### src/rtl/count_ones_imp.sv
// Sequential ones-counter: captures a word on a data_ready rising edge and shifts it out one
// bit per clock, accumulating the 1-bits. Define COUNT_ONES_EARLY_EXIT_EN to stop once sreg==0.
module count_ones_imp #(
  parameter int unsigned data_width  = 4,
  parameter int unsigned count_width = 3
) (
  input  logic                   clk,
  input  logic                   reset,
  input  logic [data_width-1:0]  data,
  input  logic                   data_ready,
  output logic [count_width-1:0] bit_count,
  output logic                   start,
  output logic                   done
);

  typedef enum logic [1:0] {StIdle, StCount, StDone} state_e;

  state_e                 state_q, state_d;
  logic [data_width-1:0]  sreg_q, sreg_d;
  logic [count_width-1:0] bit_count_q, bit_count_d;
  logic                   start_q, start_d;
  logic                   done_q, done_d;
  logic                   dr_q;
  logic                   acc;
  logic                   term;

`ifdef COUNT_ONES_EARLY_EXIT_EN
  assign term = (sreg_q == '0);
`else
  localparam int unsigned ShiftWidth = $clog2(data_width + 1);
  logic [ShiftWidth-1:0] shift_q, shift_d;

  // Fixed latency: always shift every bit, regardless of content.
  assign term = (shift_q == ShiftWidth'(data_width));

  always_ff @(posedge clk or posedge reset) begin
    if (reset) shift_q <= '0;
    else       shift_q <= shift_d;
  end

  always_comb begin
    shift_d = shift_q;
    if ((state_q != StCount) && acc)      shift_d = '0;
    else if ((state_q == StCount) && !term) shift_d = shift_q + 1'b1;
  end
`endif

  assign acc = data_ready & ~dr_q;

  always_comb begin
    state_d     = state_q;
    sreg_d      = sreg_q;
    bit_count_d = bit_count_q;
    start_d     = start_q;
    done_d      = done_q;
    unique case (state_q)
      StIdle, StDone: begin
        if (acc) begin
          sreg_d      = data;
          bit_count_d = '0;
          start_d     = 1'b1;
          done_d      = 1'b0;
          state_d     = StCount;
        end
      end
      StCount: begin
        start_d = 1'b0;
        if (term) begin
          done_d  = 1'b1;
          state_d = StDone;
        end else begin
          bit_count_d = bit_count_q + count_width'(sreg_q[0]);
          sreg_d      = sreg_q >> 1;
        end
      end
      default: state_d = StIdle;
    endcase
  end

  always_ff @(posedge clk or posedge reset) begin
    if (reset) begin
      state_q     <= StIdle;
      sreg_q      <= '0;
      bit_count_q <= '0;
      start_q     <= 1'b0;
      done_q      <= 1'b0;
      dr_q        <= 1'b0;
    end else begin
      state_q     <= state_d;
      sreg_q      <= sreg_d;
      bit_count_q <= bit_count_d;
      start_q     <= start_d;
      done_q      <= done_d;
      dr_q        <= data_ready;
    end
  end

  assign bit_count = bit_count_q;
  assign start     = start_q;
  assign done      = done_q;

endmodule

### config.mk
export PLATFORM = sky130hd
export DESIGN_NAME = count_ones_imp
export DESIGN_NICKNAME = d
export VERILOG_FILES = /design/src/rtl/count_ones_imp.sv
export SDC_FILE = /design/constraint.sdc
export NUM_CORES = 1
export LEC_CHECK = 0
export CORE_UTILIZATION = 45
export DETAILED_ROUTE_END_ITERATION = 12
export PLACE_DENSITY = 0.76
export REMOVE_ABC_BUFFERS = 1
export SLEW_MARGIN = 10
export SYNTH_ARGS = -nofsm -noshare
export SYNTH_HDL_FRONTEND = slang
export SYNTH_SLANG_ARGS = --single-unit
### constraint.sdc
create_clock -name clk -period 1.5 [get_ports clk]
set_input_delay 0.3 -clock clk [delete_from_list [all_inputs] [get_ports clk]]
set_output_delay 0.3 -clock clk [all_outputs]
set_load 0.02 [all_outputs]
==> flow_summary_export.csv <==
group,metric,value,unit
floorplanning,dieArea,1840,sq um
finish,area_delta_synth_final,32.0,%
yosys,synth_simple_gate_area_share,14.3,%
clock_network,cts-root-buf,"clkbuf_4",
floorplanning,rows,14,
sta,finalCritPeriodShare,95.8,%
sta,final.min_clock_period,1.44,ns
clock_network,cts_sinks,15,
yosys,synth-xor-area-share,0,%
route,antenna_left,0,
clock_network,cts_max_path_buffers,2,
finish,fill_cells,140,
yosys,synth_edf_count,0,
finish,drive_gt1_share,30.2,%
flow_run,max_cap_viol_count,0,
floorplanning,die_y,42.9,um
yosys,synth-async-reset-ratio,100,%
setup_path,path_class,"flop to flop",
setup_path,end_kind,"flop",
route,drt_iter0_drc,6,
power,p_per_area,2090,nW/um^2
sta,slew_headroom,78.4,%
global_route,grt_pass1_wl,2.53,mm
setup_path,cp-start-kind,"flop",
route,routed_wl,1.40,mm
clock_network,hold_buffers,0,
status,outcome,"complete, no violations",
clock_network,cts_tree,"yes",
floorplanning,io-pin-count,12,
global_route,grtUsageTotal,18.7,%
clock_network,cts_buffers,3,
global_route,antenna_found_initial,0,
route,drc_errors,0,
placed_design,place_hpwl,997,um
finish,multi_input_area,360,sq um
placed_design,place_area,933,sq um
yosys,synth_area,754,sq um
placed_design,dp.cells,95,
yosys,synth_cell_type_count,27,
route,vias_per_cell,5.34,
floorplanning,coreArea,1540,sq um
finish,antennaDiodeCount,0,
sta,tightest_slew,0.319,ns
finish,design_area,996,sq um
finish,register_area,375,sq um
yosys,syn_area_per_cell,12.4,sq um
yosys,ys_top_cells_by_area,"dfrtp_1 50%, ha_1 6.6%, mux2_4 6.0%",
route,firstDrtPassIters,2,
sta,holdWs,0.308,ns
yosys,synth_compound_area_share,10.4,%
power,finalPower,2.08,mW
setup_path,crit_fanout,7,
route,top_layer,"met4",
yosys,syn_inst,61,
yosys,yosys.area.top_type,"dfrtp_1",
finish,stdcell_count,102,
global_route,grt_overflow,0,
yosys,yosysTopAreaCellShare,49.8,%
finish,num-nets-final,98,
yosys,ys_warn_count,0,
finish,mostFrequentLayoutCell,"dfrtp_1",
sta,slew_viol_final,0,
setup_path,cp_data_required_time,1.67,ns
clock_network,cts.reportedPaths.clkPinSlew,0.10,ns
power,ir_drop,1.03,mV
route,wl_met2,716,um
sta,fin_skew,0.00600,ns
yosys,synth_top_family_by_area,"multiplexers",
power,leakage,0.503,nW
setup_path,arrival,1.61,ns
clock_network,clk_latency,0.28,ns
finish,final_util,64.6,%
yosys,synth_seq_cells,15,
clock_network,htree_levels,1,
global_route,grt_start_max_net_pins,16,
route,wl_per_cell,13.7,um
sta,fmax,0.696,GHz
route,vias,545,
yosys,synth.mux.area_fraction,14.4,%
floorplanning,start_util,48.9,%
placed_design,portBuffers,11,
global_route,grt_pass1_vias,555,
yosys,synth-main-ff-cell,"dfrtp_1",
yosys,synthAdderAreaFrac,6.63,%
route,dr_wl_met3,36,um
placed_design,finalWeightedCongestion,0.752,
floorplanning,die_w,42.9,um
worst_hold_path,hp-class,"input pin to asynchronous set/reset pin",
sta,setup_violations,0,
sta,hold_viol,0,
finish,final_cell_mix,"15 x dfrtp_1, 10 x buf_4, 6 x clkdlybuf4s50_1",
yosys,ys_seq_area_share,49.8,%
route,met1_length,646,um
[through the flow]
stage	worst slack (ns)	setup TNS, ns
after floorplan	0.0329	0
after global placement	-0.110	-0.531
after detailed placement	-0.151	-0.804
after CTS	0.0259	0
after global routing	-0.00158	-0.00158
final	0.0634	0
[synth_stat cells, drive strengths merged (2+ instances only)]
library cell and count:
dfrtp 15, inv 6, mux2 6, ha 4
mux2i 3, nand2 3, o21ai 3, a21oi 2
a22o 2, nand2b 2, nand3 2, nor2b 2
[flip-flops by register name (all words and copies together), names as in the netlist]
signal and count:
state_q 2, shift_q 3, sreg_q 4, dr_q 1, start 1, done 1
bit_count 3
[report_power, final]
group	switching, mW	leakage [nW]	internal [mW]
Clock	0.135	0.0177	0.0989
Sequential	0.130	0.189	0.574
Combinational	0.514	0.296	0.631
[metal layers]
metal  track usage [%]  vias to the layer above
li1                  -                      267
met1              24.9                      269
met2              29.7                        7
met3              2.55                        2
met4              9.09                        0
met5                 0                        -
[cell type report]
cell class,count,area share [%]
Timing Repair Buffer,22,19.1
Sequential cell,15,37.7
Clock inverter,1,0.503
Multi-Input combinational cell,39,36.2
Clock buffer,3,2.26
Inverter,6,2.26
Tap cell,16,2.01
[kinds of logic (layout without fill, tap and decap cells)]
family,Yosys count,in the layout
and+or+nand+nor,16,16
DFF,15,15
AOI/OAI and AO/OA,10,10
muxes,9,9
buffers and inverters,7,32
adders and majority gates,4,4
[final timing paths]
path / startpoint / to / slack [ns] / cells past startpoint
max: shift_q[1] / sreg_q[0] / 0.06 / 5
min: reset / sreg_q[2] / 0.31 / 3
max reg2reg: shift_q[1] / sreg_q[0] / 0.06 / 5
min reg2reg: start / start / 0.51 / 1
max in group asynchronous: reset / shift_q[1] / 1.01 / 3
min in group clk: start / start / 0.51 / 1
[critical path, stage by stage (launching register included)]
cell and delay (ns):
dfrtp_1 0.41, inv_2 0.09, ha_4 0.14, nand2_2 0.07, a21oi_4 0.29, mux2_4 0.33
[what timing repair did]
| action | in CTS | in global routing |
|---|---|---|
| pin swaps | 2 | 2 |
| buffers inserted | 2 | 1 |
| resized for setup | 10 | 1 |
| endpoints found under the setup margin | 10 | 5 |
(Power assumes the default switching activity.)
